$ cat src/rtl/vga_pkg.sv
`default_nettype none
// ============================================================================
// Module   : vga_pkg
// Purpose  : Shared constants for the VGA sprite engine: default 640x480@60
//            timing, colour widths, the transparent bitmap code, the sync
//            pipeline bundle and the 6-bit to 9-bit colour expansion.
// Revision : 1.0 - initial release
// ============================================================================
package vga_pkg;

  localparam int H_SYNC_DEF  = 96;
  localparam int H_BP_DEF    = 48;
  localparam int H_ACT_DEF   = 640;
  localparam int H_TOTAL_DEF = 800;
  localparam int V_SYNC_DEF  = 2;
  localparam int V_BP_DEF    = 33;
  localparam int V_ACT_DEF   = 480;
  localparam int V_TOTAL_DEF = 525;

  localparam int CHAN_W = 3;           // bits per output colour channel
  localparam int RGB_W  = 3 * CHAN_W;  // packed {r,g,b}
  localparam int PIX_W  = 6;           // bitmap word RRGGBB

  localparam logic [PIX_W-1:0] PIX_TRANSPARENT = 6'b000000;

  // Timing qualifiers travelling alongside the colour pipeline.
  typedef struct packed {
    logic active;
    logic hs;
    logic vs;
  } sync_t;

  localparam sync_t SYNC_IDLE = '{active: 1'b0, hs: 1'b1, vs: 1'b1};

  // RRGGBB -> {RR,0},{GG,0},{BB,0}
  function automatic logic [RGB_W-1:0] expand_pix(input logic [PIX_W-1:0] p);
    return {p[5:4], 1'b0, p[3:2], 1'b0, p[1:0], 1'b0};
  endfunction

endpackage
`default_nettype wire

$ cat src/rtl/vga_sprite_engine_if.sv
`default_nettype none
// ============================================================================
// Module   : vga_sprite_engine_if
// Purpose  : Read bus between the sprite engine and its bitmap ROM.
//            master : drives addr, receives data one cycle later
//            slave  : samples addr, returns registered data
// Revision : 1.0 - initial release
// ============================================================================
interface vga_sprite_engine_if #(
  parameter int ADDR_W = 12
);
  import vga_pkg::*;

  logic [ADDR_W-1:0] addr;
  logic [PIX_W-1:0]  data;

  modport master (output addr, input  data);
  modport slave  (input  addr, output data);
endinterface
`default_nettype wire

$ cat src/rtl/sprite_rom.sv
`default_nettype none
// ============================================================================
// Module   : sprite_rom
// Purpose  : Sprite bitmap ROM, N_KINDS bitmaps of 2^CELL_LOG2 square pixels,
//            registered output (1-cycle read latency).
//            Address layout {kind[1:0], x[CELL_LOG2-1:0], y[CELL_LOG2-1:0]}.
//            kind 0 : solid red
//            kind 1 : left half green, right half transparent
//            kind 2 : blue with a white main diagonal (x == y)
//            kind 3 : solid white
// Ports    : clk, reset (sync, active-high), bus (slave side of the ROM bus)
// Revision : 1.0 - initial release
// ============================================================================
module sprite_rom
  import vga_pkg::*;
#(
  parameter int CELL_LOG2 = 5,
  parameter int N_KINDS   = 4
) (
  input  logic                clk,
  input  logic                reset,
  vga_sprite_engine_if.slave  bus
);

  logic [1:0]           kind;
  logic [CELL_LOG2-1:0] px;
  logic [CELL_LOG2-1:0] py;
  logic [PIX_W-1:0]     data_d;
  logic [PIX_W-1:0]     data_q;

  // Bitmaps are generated from the address so the ROM needs no preload.
  always_comb begin
    kind   = bus.addr[2*CELL_LOG2 +: 2];
    px     = bus.addr[CELL_LOG2 +: CELL_LOG2];
    py     = bus.addr[0 +: CELL_LOG2];
    data_d = PIX_TRANSPARENT;
    if (int'(kind) < N_KINDS) begin
      case (kind)
        2'd0:    data_d = 6'b110000;
        2'd1:    data_d = px[CELL_LOG2-1] ? PIX_TRANSPARENT : 6'b001100;
        2'd2:    data_d = (px == py) ? 6'b111111 : 6'b000011;
        default: data_d = 6'b111111;
      endcase
    end
  end

  always_ff @(posedge clk) begin
    if (reset) data_q <= '0;
    else       data_q <= data_d;
  end

  assign bus.data = data_q;

endmodule
`default_nettype wire

$ cat src/rtl/vga_sprite_engine.sv
`default_nettype none
// ============================================================================
// Module   : vga_sprite_engine
// Purpose  : VGA timing generator with a cell-aligned sprite overlay.
//            Sprite slots are shadowed at frame start, matched against the
//            active pixel cell (lowest slot wins), looked up in sprite_rom and
//            registered to the pins. Colour and sync share a 3-cycle latency.
// Ports    : clk, reset        - pixel clock, sync active-high reset
//            sprite_col/row/kind/en - packed per-slot sprite descriptors
//            vga_r/g/b         - registered 3-bit colour
//            vga_hs/vga_vs     - registered active-low sync
//            frame_start       - pulse while counters sit at h=0, v=0
//            collision         - per-frame overlap flags against slot 0
// Revision : 1.0 - initial release
// ============================================================================
module vga_sprite_engine
  import vga_pkg::*;
#(
  parameter int         N_SPRITES = 16,
  parameter int         CELL_LOG2 = 5,
  parameter int         N_KINDS   = 4,
  parameter int         H_SYNC    = H_SYNC_DEF,
  parameter int         H_BP      = H_BP_DEF,
  parameter int         H_ACT     = H_ACT_DEF,
  parameter int         H_TOTAL   = H_TOTAL_DEF,
  parameter int         V_SYNC    = V_SYNC_DEF,
  parameter int         V_BP      = V_BP_DEF,
  parameter int         V_ACT     = V_ACT_DEF,
  parameter int         V_TOTAL   = V_TOTAL_DEF,
  parameter logic [8:0] BG_RGB    = 9'b000_100_000
) (
  input  logic                   clk,
  input  logic                   reset,
  input  logic [N_SPRITES*5-1:0] sprite_col,
  input  logic [N_SPRITES*4-1:0] sprite_row,
  input  logic [N_SPRITES*2-1:0] sprite_kind,
  input  logic [N_SPRITES-1:0]   sprite_en,
  output logic [CHAN_W-1:0]      vga_r,
  output logic [CHAN_W-1:0]      vga_g,
  output logic [CHAN_W-1:0]      vga_b,
  output logic                   vga_hs,
  output logic                   vga_vs,
  output logic                   frame_start,
  output logic [N_SPRITES-1:0]   collision
);

  localparam int H_W    = $clog2(H_TOTAL + 1);
  localparam int V_W    = $clog2(V_TOTAL + 1);
  localparam int H_ACT0 = H_SYNC + H_BP;
  localparam int V_ACT0 = V_SYNC + V_BP;
  localparam int ROM_AW = 2 + 2 * CELL_LOG2;

  logic [H_W-1:0]           h_d, h_q;
  logic [V_W-1:0]           v_d, v_q;
  logic [N_SPRITES*5-1:0]   col_d, col_q;
  logic [N_SPRITES*4-1:0]   row_d, row_q;
  logic [N_SPRITES*2-1:0]   kind_d, kind_q;
  logic [N_SPRITES-1:0]     en_d, en_q;
  logic [N_SPRITES-1:0]     collision_d, collision_q;
  sync_t                    sync1_d, sync1_q, sync2_d, sync2_q, sync3_d, sync3_q;
  logic                     hit1_d, hit1_q, hit2_d, hit2_q;
  logic [1:0]               kind1_d, kind1_q;
  logic [CELL_LOG2-1:0]     px1_d, px1_q, py1_d, py1_q;
  logic [RGB_W-1:0]         rgb3_d, rgb3_q;

  logic                     frame_start_w;
  logic                     active_w;
  logic [H_W-1:0]           ax;
  logic [V_W-1:0]           ay;

  vga_sprite_engine_if #(.ADDR_W(ROM_AW)) rom_bus ();

  sprite_rom #(
    .CELL_LOG2 (CELL_LOG2),
    .N_KINDS   (N_KINDS)
  ) u_rom (
    .clk   (clk),
    .reset (reset),
    .bus   (rom_bus.slave)
  );

  // Gated by reset so the pulse first appears on the cycle after release.
  assign frame_start_w = (h_q == '0) && (v_q == '0) && !reset;

  always_comb begin
    // Raster counters
    h_d = h_q + 1'b1;
    v_d = v_q;
    if (h_q == H_W'(H_TOTAL - 1)) begin
      h_d = '0;
      v_d = (v_q == V_W'(V_TOTAL - 1)) ? '0 : v_q + 1'b1;
    end

    // Shadow descriptors and collision flags change only at frame start.
    col_d       = col_q;
    row_d       = row_q;
    kind_d      = kind_q;
    en_d        = en_q;
    collision_d = collision_q;
    if (frame_start_w) begin
      col_d       = sprite_col;
      row_d       = sprite_row;
      kind_d      = sprite_kind;
      en_d        = sprite_en;
      collision_d = '0;
      for (int j = 1; j < N_SPRITES; j++) begin
        collision_d[j] = sprite_en[0] && sprite_en[j] &&
                         (sprite_col[5*j +: 5] == sprite_col[4:0]) &&
                         (sprite_row[4*j +: 4] == sprite_row[3:0]);
      end
    end

    // S1: cell match. Gating with active_w also hides cells lying beyond
    // the visible area, since ax/ay never reach them while active.
    active_w = (h_q >= H_W'(H_ACT0)) && (h_q < H_W'(H_ACT0 + H_ACT)) &&
               (v_q >= V_W'(V_ACT0)) && (v_q < V_W'(V_ACT0 + V_ACT));
    ax = h_q - H_W'(H_ACT0);
    ay = v_q - V_W'(V_ACT0);

    hit1_d  = 1'b0;
    kind1_d = '0;
    // Descending scan so the lowest matching slot is the last writer.
    for (int i = N_SPRITES - 1; i >= 0; i--) begin
      if (active_w && en_q[i] &&
          ((ax >> CELL_LOG2) == H_W'(col_q[5*i +: 5])) &&
          ((ay >> CELL_LOG2) == V_W'(row_q[4*i +: 4]))) begin
        hit1_d  = 1'b1;
        kind1_d = kind_q[2*i +: 2];
      end
    end
    px1_d          = ax[CELL_LOG2-1:0];
    py1_d          = ay[CELL_LOG2-1:0];
    sync1_d        = SYNC_IDLE;
    sync1_d.active = active_w;
    sync1_d.hs     = (h_q >= H_W'(H_SYNC));
    sync1_d.vs     = (v_q >= V_W'(V_SYNC));

    // S2: ROM read in flight; qualifiers follow along.
    sync2_d = sync1_q;
    hit2_d  = hit1_q;

    // S3: colour select. A transparent word shows background, never a
    // lower-priority sprite underneath.
    sync3_d = sync2_q;
    rgb3_d  = '0;
    if (sync2_q.active) begin
      if (hit2_q && (rom_bus.data != PIX_TRANSPARENT)) rgb3_d = expand_pix(rom_bus.data);
      else                                              rgb3_d = BG_RGB;
    end
  end

  assign rom_bus.addr = {kind1_q, px1_q, py1_q};

  always_ff @(posedge clk) begin
    if (reset) begin
      h_q         <= '0;
      v_q         <= '0;
      col_q       <= '0;
      row_q       <= '0;
      kind_q      <= '0;
      en_q        <= '0;
      collision_q <= '0;
      sync1_q     <= SYNC_IDLE;
      hit1_q      <= 1'b0;
      kind1_q     <= '0;
      px1_q       <= '0;
      py1_q       <= '0;
      sync2_q     <= SYNC_IDLE;
      hit2_q      <= 1'b0;
      sync3_q     <= SYNC_IDLE;
      rgb3_q      <= '0;
    end else begin
      h_q         <= h_d;
      v_q         <= v_d;
      col_q       <= col_d;
      row_q       <= row_d;
      kind_q      <= kind_d;
      en_q        <= en_d;
      collision_q <= collision_d;
      sync1_q     <= sync1_d;
      hit1_q      <= hit1_d;
      kind1_q     <= kind1_d;
      px1_q       <= px1_d;
      py1_q       <= py1_d;
      sync2_q     <= sync2_d;
      hit2_q      <= hit2_d;
      sync3_q     <= sync3_d;
      rgb3_q      <= rgb3_d;
    end
  end

  assign vga_r       = rgb3_q[8:6];
  assign vga_g       = rgb3_q[5:3];
  assign vga_b       = rgb3_q[2:0];
  assign vga_hs      = sync3_q.hs;
  assign vga_vs      = sync3_q.vs;
  assign frame_start = frame_start_w;
  assign collision   = collision_q;

endmodule
`default_nettype wire
$ cat config.mk
export PLATFORM = sky130hd
export DESIGN_NAME = vga_sprite_engine
export DESIGN_NICKNAME = d
export VERILOG_FILES = /design/src/rtl/vga_pkg.sv /design/src/rtl/vga_sprite_engine_if.sv /design/src/rtl/sprite_rom.sv /design/src/rtl/vga_sprite_engine.sv
export SDC_FILE = /design/constraint.sdc
export NUM_CORES = 1
export LEC_CHECK = 0
export ABC_AREA = 1
export BUFFER_PORTS_ARGS = -buffer_cell sky130_fd_sc_hd__buf_2
export CAP_MARGIN = 20
export CORE_MARGIN = 5
export CORE_UTILIZATION = 39
export CTS_BUF_LIST = sky130_fd_sc_hd__clkbuf_16
export CTS_CLUSTER_SIZE = 10
export DETAILED_ROUTE_END_ITERATION = 10
export PLACE_DENSITY_LB_ADDON = 0.1
export SLEW_MARGIN = 20
export SYNTH_ARGS = -nofsm -noshare
export SYNTH_HDL_FRONTEND = slang
export SYNTH_HIERARCHICAL = 1
export SYNTH_SLANG_ARGS = --single-unit
$ cat constraint.sdc
create_clock -name clk -period 3.15 [get_ports clk]
set_input_delay 0.4725 -clock clk [delete_from_list [all_inputs] [get_ports clk]]
set_output_delay 0.4725 -clock clk [all_outputs]
set_load 0.05 [all_outputs]
==> results of run 1 <==
## cells in the mapped netlist, types with 7 or more instances
library cell	n
a221oi_1	7
o2111ai_1	12
buf_4	11
o21ai_0	267
nand3_1	62
ha_1	10
inv_1	259
a21oi_1	251
o22ai_1	27
nand2_1	253
a2111oi_0	23
nor4_1	10
nor3_1	15
nor2_2	8
nor2_1	96
xnor2_1	15
buf_2	8
inv_2	9
xor2_1	77
clkbuf_1	89
nand2_2	23
dfxtp_1	258
or2_2	25
a211oi_1	17
nand4_1	28
## cells by family (layout without fill, tap and decap cells)
kind of cell,Yosys count,count (layout),synth area share
other,1,4,0.000273
AND/OR/NAND/NOR,541,541,0.183
buffers and inverters,390,612,0.114
flip-flops,258,258,0.376
XOR/XNOR,93,93,0.0598
AO/OA/AOI/OAI,638,638,0.259
adder cells (fa/ha/maj),10,10,0.00910
## how the worst max path moves through the flow
| stage | startpoint | end | slack [ns] | cells after the start |
|---|---|---|---|---|
| after floorplan | h_q[5] | kind1_q[0] | 0.38 | 15 |
| after global placement | h_q[4] | kind1_q[0] | 0.01 | 20 |
| after detailed placement | h_q[4] | kind1_q[0] | -0.04 | 20 |
| after CTS | v_q[0] | kind1_q[0] | 0.03 | 29 |
| after global routing | h_q[5] | kind1_q[0] | -0.07 | 31 |
| final | h_q[5] | kind1_q[0] | 0.16 | 27 |
## metal layers
| layer | track usage | part of all wire | up-vias |
|---|---|---|---|
| met5 | 0 | 0 | - |
| met4 | 0.0742 | 0.032 | 0 |
| met3 | 0.0281 | 0.054 | 89 |
| met2 | 0.433 | 0.48 | 467 |
| met1 | 0.339 | 0.44 | 6512 |
| li1 | - | - | 6850 |
## critical path, cell delays in order, from the launching register on
cell	delay, ns
dfxtp_2	0.32
inv_1	0.05
buf_4	0.15
ha_4	0.33
buf_12	0.15
xor2_1	0.17
nand4_1	0.13
a21oi_2	0.13
o21ai_2	0.08
nor4_4	0.29
nand3_1	0.16
nand2_1	0.10
inv_2	0.03
nand2_1	0.05
nand2_1	0.05
nand2_1	0.05
nand2_1	0.06
nand2_1	0.05
nand2_1	0.05
nand2_1	0.06
nand2_1	0.05
nand2_1	0.05
nand2_1	0.05
nand2_1	0.06
nand2_1	0.05
nand2_1	0.05
nand2_1	0.05
a21oi_2	0.12
## flip-flops by register name (all words and copies together) (netlist names)
name and flops:
sync2_q 3, kind1_q 2, collision 15, row_q 64, v_q 10, vga_vs 1
py1_q 5, rgb3_q 6, hit2_q 1, kind_q 32, h_q 10, u_rom/bus.data 3
en_q 16, sync1_q 3, px1_q 5, hit1_q 1, col_q 80, vga_hs 1
## final cells by class
type                            instances  area share
Clock buffer                           31      0.0467
Timing Repair Buffer                  293       0.106
Tap cell                              455      0.0343
Inverter                              274      0.0630
Clock inverter                         14     0.00369
Sequential cell                       258       0.312
Multi-Input combinational cell       1286       0.435
## layout by cell type, fill, tap and decap left out, types with 9 or more instances in the layout
master,instances
inv_2,12
a211oi_1,17
o2111ai_1,12
dfxtp_1,252
o22ai_1,27
clkbuf_16,32
nor2_2,9
nand2_2,21
o21ai_0,263
a2111oi_0,20
nand3_1,61
nor2_1,91
a21oi_1,248
buf_4,68
xor2_1,76
nand2_4,13
nand4_1,28
buf_2,217
nor3_1,13
nand2_1,247
xnor2_1,15
inv_1,262
or2_2,25
## where the power goes
group,internal [mW],switching [mW],total (mW),leakage [nW]
logic,0.465,0.926,1.39,4.58
registers,3.57,0.165,3.73,2.12
clock network,1.74,1.36,3.10,0.440
total,5.77,2.45,8.22,7.15
## repair_timing
item / 4_1_cts / 5_1_grt
cloned: 0 / 1
endpoints found under the setup margin: 2 / 3
pin swaps: 0 / 18
buffers inserted: 0 / 12
resized for setup: 3 / 51
==> results_dict.tcl, run 1 <==
set metrics [dict create \
    status "complete, no violations" \
    clk_latency_ns 0.57 \
    wl_um 52100 \
    cp-start-kind "flop" \
    finalCriticalPeriod_ns 2.99 \
    grt_pass1_vias 13300 \
    synthFlopType "dfxtp_1" \
    finalWorstSetupSlack_ns 0.155 \
    diodes 0 \
    cts_made_buffers 31 \
    dieArea_sq_um 39100 \
    yosysSeqAreaShare 0.376 \
    routedWlPerCell_um 19.9 \
    final_max_slew_viol_count 0 \
    avgSynthCellArea_sq_um 7.12 \
    dp_slack_ns -0.0386 \
    grt_max_degree 214 \
    drv_cap 0 \
    netlist.area_leader.share 0.376 \
    fp.dieW_um 198 \
    cts_tree "yes" \
    worstSetupEndpointType "flop" \
    finalCritPeriodShare 0.951 \
    fin_util 0.478 \
    seqCellArea_sq_um 5170 \
    worst_pin_slew_ns 1.07 \
    yosys.area.top_type "dfxtp_1" \
    globalplace.congestion 0.868 \
    min_from "sprite_en[2]" \
    synthCells 1931 \
    rows 68 \
    clock-sinks 258 \
    synthDistinctLibCells 58 \
    leakagePower_nw 7.15 \
    r2r-end "kind1_q[0]" \
    drc 0 \
    yosys_warnings 6 \
    setup_violations 0 \
    drive_above_1_share 0.212 \
    antenna_found_initial 0 \
    max-vdd-ir-drop_v 0.000348 \
    maxSlewHeadroom 0.285 \
    hpwl_um 38100 \
    arrival_ns 3.47 \
    power.total_mw 8.22 \
    n_fill_cell 3578 \
    reg2reg_from "h_q[5]" \
    fin_tns_setup_ns 0 \
    regToRegSetupSlack_ns 0.16 \
    gr-total-overflow 0 \
    stdcell_count 2611 \
    final_area_sq_um 16600 \
    crit_fanout 8 \
    fmax_ghz 0.334 \
    die_h_um 198 \
    hold_slack_ns 0.151 \
    drtPass1Iterations 5 \
    min_path_cells 3 \
    hold_violations 0 \
    ant_nets 0 \
    postCtsHoldBufs 0 \
    placed_area_sq_um 15500 \
    clockBufferDepth 3 \
    ff2ff_path_depth 27 \
    htree_levels 1 \
    synth_area_leaders "dfxtp_1 38%, o21ai_0 9.7%, a21oi_1 9.1%" \
    route.vias.total 13900 \
    area_delta_synth_final_pct 20.7 \
    synth_edf_count 0 \
    grt_pass1_wl_um 78000 \
    rsz0062_at_grt "true" \
    cts_root_buf "clkbuf_16" \
    powerDensity_nw_per_um2 495 \
    grt_usage 0.253 \
    critPathKind "flop to flop" \
    multi_input_area_sq_um 7220 \
    ys_seq_elements 258 \
    hold_path_class "input port to flop" \
    drt_iter0_drc 1052 \
    min_to "en_q[2]" \
    final_nets 2348 \
    clk_pin_slew_ns 0.06 \
    fp.coreArea_sq_um 34700 \
    async_reset_ff_frac 0 \
    portBuffers 217 \
    post-place-cells 2553 \
    skew_ns 0.0240 \
    initial_core_util 0.396 \
    vias_per_cell 5.33 \
    worstPathRequired_ns 3.63 \
    io_pins 222 \
    syn_area_sq_um 13800 \
]
(Power assumes the default switching activity.)
==> run 2, diff against run 1 <==
--- a/config.mk
+++ b/config.mk
@@ -5,7 +5,6 @@
 export SDC_FILE = /design/constraint.sdc
 export NUM_CORES = 1
 export LEC_CHECK = 0
-export ABC_AREA = 1
 export BUFFER_PORTS_ARGS = -buffer_cell sky130_fd_sc_hd__buf_2
 export CAP_MARGIN = 20
 export CORE_MARGIN = 5
==> run 2 against run 1 <==
Net effect: the flow now finishes with violations (setup timing); clock skew down 0.0017 ns; largest cell class unchanged; synthesized cell count fell by 13%; combinational power is 16% lower; global-route usage shrank 0.91 points; die area fell by 0.69%; first-iteration DRC count fell by 17%; clock power increased by 2%; largest power group unchanged; hold slack got worse by 0.027 ns; register-to-register slack worse by 0.20 ns; sequential power shrank 4%; utilization rose by 1.6 points.
==> results_dict.tcl, run 2 <==
set metrics [dict create \
    status "complete, but fails checks" \
    violations "setup timing" \
    netlist.area_leader.share 0.378 \
    maxSlewHeadroom 0.379 \
    final_nets 2133 \
    route.met2.wl_um 23600 \
    portBuffers 217 \
    postCtsHoldBufs 0 \
    grt_pass1_vias 12600 \
    worstPathRequired_ns 3.65 \
    clockBufferDepth 3 \
    top_register "col_q" \
    synthDistinctLibCells 68 \
    fin_tns_setup_ns -0.0446 \
    dp_slack_ns -0.207 \
    vias_per_cell 5.20 \
    layout_common_cells "406 x nand2_1, 250 x dfxtp_1, 218 x a21oi_1" \
    regToRegSetupSlack_ns -0.04 \
    io_pins 222 \
    gr-total-overflow 0 \
    grt_pass1_wl_um 73900 \
    ff2ff_path_depth 12 \
    worst_path_largest_cell_delay_ns 0.51 \
    ys_seq_elements 258 \
    async_reset_ff_frac 0 \
    reg2reg_from "v_q[1]" \
    wl_met3_um 2320 \
    setup_violations 1 \
    worstSetupPathDepth 12 \
    wl_met1_um 21500 \
    drive_above_1_share 0.235 \
    rows 68 \
    synth_area_leaders "dfxtp_1 38%, nand2_1 11%, xor2_1 9.4%" \
    synthFlopType "dfxtp_1" \
    cts_root_buf "clkbuf_16" \
    hold_violations 0 \
    drt_iter0_drc 871 \
    post-place-cells 2335 \
    seqCellArea_sq_um 5180 \
    synth_edf_count 0 \
    worstSetupEndpointType "flop" \
    highest_layer "met4" \
    dieArea_sq_um 38800 \
    die_h_um 197 \
    fp.dieW_um 197 \
    routedWlPerCell_um 20.6 \
    arrival_ns 3.70 \
    rsz0062_at_grt "true" \
    path_buf_inv 2 \
    yosysMostFrequentCell "nand2_1" \
    wl_um 49300 \
    antenna_found_initial 1 \
    finalCriticalPeriod_ns 3.19 \
    multi_input_area_sq_um 8240 \
    hpwl_um 36900 \
    crit_family "compound AO/OA/AOI/OAI gates" \
    r2r-end "kind1_q[0]" \
    finalWorstSetupSlack_ns -0.0446 \
    area_delta_synth_final_pct 25.0 \
    yosys.area.top_type "dfxtp_1" \
    worst_pin_slew_ns 0.932 \
    cp_slowest_cell "or4_4" \
    drc 0 \
    globalplace.congestion 0.879 \
    grt_usage 0.244 \
    htree_levels 1 \
    synthCells 1674 \
    syn_area_sq_um 13700 \
    max-vdd-ir-drop_v 0.000454 \
    powerDensity_nw_per_um2 463 \
    yosys-top-cells-count "407 x nand2_1, 258 x dfxtp_1, 218 x a21oi_1" \
    fmax_ghz 0.313 \
    fp.coreArea_sq_um 34500 \
    grt_max_degree 88 \
    reg_top3 "col_q: 80 flops, row_q: 64 flops, kind_q: 32 flops" \
    cts_made_buffers 31 \
    yosysSeqAreaShare 0.378 \
    hold_slack_ns 0.124 \
    skew_ns 0.0222 \
    leakagePower_nw 7.03 \
    stdcell_count 2394 \
    clk_pin_slew_ns 0.06 \
    crit_fanout 4 \
    cp-start-kind "flop" \
    n_fill_cell 3504 \
    clock-sinks 258 \
    endpoint "kind1_q[0]" \
    cts_tree "yes" \
    finalCritPeriodShare 1.01 \
    avgSynthCellArea_sq_um 8.16 \
    drtPass1Iterations 5 \
    diodes 0 \
    final_max_slew_viol_count 0 \
    crit_chain "buf_6 > a2111oi_4 > xnor2_2 > buf_4 > xor2_1 > or4_4 > nor2_4 > nand3_2 > a311oi_2 > o221ai_2 > a211o_1 > a211oi_2" \
    clk_latency_ns 0.59 \
    hold_path_class "input port to flop" \
    initial_core_util 0.395 \
    drv_cap 0 \
    yosys_warnings 6 \
    startpoint "v_q[1]" \
    largest_register_ffs 80 \
    ant_nets 0 \
    critPathKind "flop to flop" \
    route.vias.total 12400 \
    final_common_cell "nand2_1" \
]
run 2: cell count changes after synthesis, sizes merged, moves of 23 or more:
cell | before | now
a2111oi | 24 | 1
a21oi | 255 | 219
inv | 270 | 19
nand2 | 282 | 407
nand3 | 64 | 15
nand4 | 29 | 58
nor2 | 108 | 65
o21ai | 269 | 8
o22ai | 27 | 1
xnor2 | 15 | 141
xnor3 | 0 | 26
xor2 | 78 | 146
run 2: cells by family after synthesis:
logic type	count (synthesis)	synth area share
muxes	6	0.00449
other	1	0.000275
adders and majority gates	10	0.00917
xor gates and xnor gates	313	0.230
buffers and inverters	145	0.0436
AOI/OAI and AO/OA	264	0.109
DFF	258	0.378
and+or+nand+nor	677	0.225
run 2: metal layers:
| layer | vias up | GRT usage |
|---|---|---|
| li1 | 6064 | - |
| met1 | 5949 | 0.320 |
| met2 | 341 | 0.419 |
| met3 | 84 | 0.0298 |
| met4 | 0 | 0.0824 |
| met5 | - | 0 |
run 2: worst min path at each step:
| stage | startpoint | cells after the start | endpoint | slack (ns) |
|---|---|---|---|---|
| 2_1_floorplan | sync1_q[0] | 1 | sync2_q[0] | 0.39 |
| 3_3_place_gp | sync2_q[1] | 1 | vga_hs | 0.39 |
| 3_5_place_dp | sync2_q[1] | 1 | vga_hs | 0.40 |
| 4_1_cts | sprite_kind[27] | 3 | kind_q[27] | 0.10 |
| 5_1_grt | sprite_kind[27] | 3 | kind_q[27] | 0.13 |
| 6_report | sprite_kind[16] | 3 | kind_q[16] | 0.12 |
run 2: worst min-delay path, delay by kind of cell:
kind | cells | cell delay, ns
AND/OR/NAND/NOR | 1 | 0.05
AO/OA/AOI/OAI | 1 | 0.05
buffers and inverters | 1 | 0.10
run 2: final cells by class:
class                   count  area share
clock buffers              31      0.0455
clock inverters            12     0.00403
inverters                  19     0.00447
multi-input cells        1274       0.483
flip-flops and latches    258       0.304
well taps                 455      0.0334
repair buffers            345       0.126
run 2: metrics by stage:
| step | total power, mW | cell area [sq um] | utilization |
|---|---|---|---|
| after floorplan | 4.32 | 13700 | - |
| after global placement | 4.79 | 15800 | 0.456 |
| after detailed placement | 4.80 | 15800 | 0.456 |
| after CTS | 7.96 | 16700 | 0.483 |
| after global routing | 8.21 | 17100 | 0.494 |
| final | 7.90 | 17100 | 0.494 |
run 2: timing repair:
item	in CTS	in global routing
resized for setup	9	60
pin swaps	5	34
endpoints found under the setup margin	3	4
setup buffers	3	15
run 2: power by group:
part	switching, mW	leakage, nW	internal (mW)
Clock	1.41	0.429	1.74
Sequential	0.139	2.11	3.44
Combinational	0.703	4.49	0.463
==> run 3, diff against run 2 <==
--- a/config.mk
+++ b/config.mk
@@ -7,11 +7,13 @@
 export LEC_CHECK = 0
 export BUFFER_PORTS_ARGS = -buffer_cell sky130_fd_sc_hd__buf_2
 export CAP_MARGIN = 20
+export CORE_ASPECT_RATIO = 0.9
 export CORE_MARGIN = 5
 export CORE_UTILIZATION = 39
 export CTS_BUF_LIST = sky130_fd_sc_hd__clkbuf_16
 export CTS_CLUSTER_SIZE = 10
 export DETAILED_ROUTE_END_ITERATION = 10
+export MAX_ROUTING_LAYER = met4
 export PLACE_DENSITY_LB_ADDON = 0.1
 export SLEW_MARGIN = 20
 export SYNTH_ARGS = -nofsm -noshare
==> constraint.sdc (replaced) <==
create_clock -name clk -period 4 [get_ports clk]
set_input_delay 0.6 -clock clk [delete_from_list [all_inputs] [get_ports clk]]
set_output_delay 0.6 -clock clk [all_outputs]
set_load 0.05 [all_outputs]
==> run 3 against run 2 <==
Net effect: the flow now finishes without violations; combinational power decreased by 25%; flip-flop and latch count unchanged; count of clock-buffer cells in the layout unchanged; die area about the same; register-to-register slack improved by 0.34 ns; largest cell class unchanged; via count decreased by 4.1%; sequential power decreased by 21%.
==> results_dict.tcl, run 3 (synthesized netlist as in run 2, its figures left out) <==
set metrics [dict create \
    rows 65 \
    clockBufferDepth 3 \
    leakagePower_nw 6.42 \
    fp.dieW_um 207 \
    die_h_um 187 \
    initial_core_util 0.392 \
    cp_slowest_cell "or4_1" \
    setup_violations 0 \
    critPathKind "flop to flop" \
    worstSetupEndpointType "flop" \
    r2r-end "kind1_q[0]" \
    cts_root_buf "clkbuf_16" \
    finalCritPeriodShare 0.925 \
    grt_pass1_vias 11800 \
    largest_register_ffs 80 \
    cp-start-kind "flop" \
    hpwl_um 35400 \
    htree_levels 1 \
    min_to "kind_q[27]" \
    regToRegSetupSlack_ns 0.30 \
    worst_path_largest_cell_delay_ns 0.51 \
    post-place-cells 2269 \
    reg_top3 "col_q: 80 flops, row_q: 64 flops, kind_q: 32 flops" \
    cts_made_buffers 30 \
    power.total_mw 6.11 \
    clk_latency_ns 0.57 \
    gr-total-overflow 0 \
    ff2ff_path_depth 12 \
    rsz0062_at_grt "false" \
    antenna_found_initial 0 \
    ant_nets 0 \
    worst_pin_slew_ns 1.08 \
    area_delta_synth_final_pct 16.6 \
    fp.coreArea_sq_um 34800 \
    postCtsSetupRepairBufs 0 \
    max-vdd-ir-drop_v 0.000320 \
    crit_chain "ha_1 > o41a_1 > o221ai_2 > buf_4 > xor2_1 > or4_1 > nor2_1 > nand3_1 > a311oi_1 > o221ai_1 > a211o_1 > a211oi_2" \
    powerDensity_nw_per_um2 384 \
    arrival_ns 4.18 \
    drc 0 \
    skew_ns 0.0204 \
    globalplace.congestion 0.908 \
    grt_max_degree 130 \
    hold_path_class "input port to flop" \
    grt_pass1_wl_um 71200 \
    status "complete, no violations" \
    multi_input_area_sq_um 7910 \
    drv_cap 0 \
    final_common_cell "nand2_1" \
    final_nets 2036 \
    layout_common_cells "407 x nand2_1, 258 x dfxtp_1, 218 x a21oi_1" \
    fmax_ghz 0.270 \
    route.vias.total 11900 \
    clk_pin_slew_ns 0.06 \
    min_path_cells 3 \
    final_max_slew_viol_count 0 \
    fin_tns_setup_ns 0 \
    io_pins 222 \
    crit_fanout 10 \
    routedWlPerCell_um 20.6 \
    seqCellArea_sq_um 5160 \
    diodes 0 \
    top_register "col_q" \
    maxSlewHeadroom 0.278 \
    cts_tree "yes" \
    drt_iter0_drc 804 \
    wl_um 47500 \
    postCtsHoldBufs 0 \
    dieArea_sq_um 38900 \
    clock-sinks 258 \
    vias_per_cell 5.17 \
    min_from "sprite_kind[27]" \
    reg2reg_from "v_q[1]" \
    drtPass1Iterations 5 \
    drive_above_1_share 0.169 \
    grt_usage 0.241 \
    n_fill_cell 3572 \
    worstPathRequired_ns 4.48 \
    stdcell_count 2307 \
    startpoint "v_q[1]" \
    hold_violations 0 \
    portBuffers 217 \
    finalCriticalPeriod_ns 3.70 \
]
[run 3: worst max path at each step]
stage                       endpoint  cells past startpoint
after detailed placement  kind1_q[0]                     12
after global placement    kind1_q[0]                     12
final                     kind1_q[0]                     12
after floorplan           kind1_q[0]                     11
after global routing      kind1_q[1]                     12
after CTS                 kind1_q[0]                     12
[run 3: what timing repair did]
action,4_1_cts,5_1_grt
resized for setup,0,1
hold endpoints to repair,0,0
setup endpoints to repair,0,1
[run 3: critical path, delay by kind of cell, from the launching register on]
kind / cells / cell delay [ns]
flops: 1 / 0.41
buf+inv: 1 / 0.23
compound gates: 6 / 1.73
xor+xnor: 1 / 0.07
fa+ha+maj: 1 / 0.36
simple gates: 3 / 0.82
[run 3: stage by stage]
stage / worst slack (ns) / hold slack (ns) / util / area, sq um
after floorplan: 0.749 / 0.389 / - / 13700
after global placement: 0.408 / 0.395 / 0.434 / 15100
after detailed placement: 0.300 / 0.394 / 0.434 / 15100
after CTS: 0.275 / 0.267 / 0.457 / 15900
after global routing: 0.0660 / 0.276 / 0.457 / 15900
final: 0.299 / 0.283 / 0.457 / 15900
[run 3: where the power goes]
part | internal [mW] | switching, mW | total (mW)
clock | 1.35 | 1.05 | 2.41
combinational | 0.344 | 0.536 | 0.880
sequential | 2.71 | 0.113 | 2.83
total | 4.41 | 1.70 | 6.11
[run 3: final cells by class]
cell class              count  share of cell area
repair buffers            249              0.0861
multi-input cells        1274               0.497
clock inverters             7             0.00173
clock buffers              31              0.0487
flip-flops and latches    258               0.325
inverters                  19             0.00480
well taps                 469              0.0369
[run 3: routing by layer]
| layer | routed length [um] | global-route usage |
|---|---|---|
| met3 | 2190 | 0.0288 |
| met4 | 1840 | 0.0824 |
| met5 | 0 | - |
| met2 | 22500 | 0.391 |
| met1 | 21100 | 0.313 |
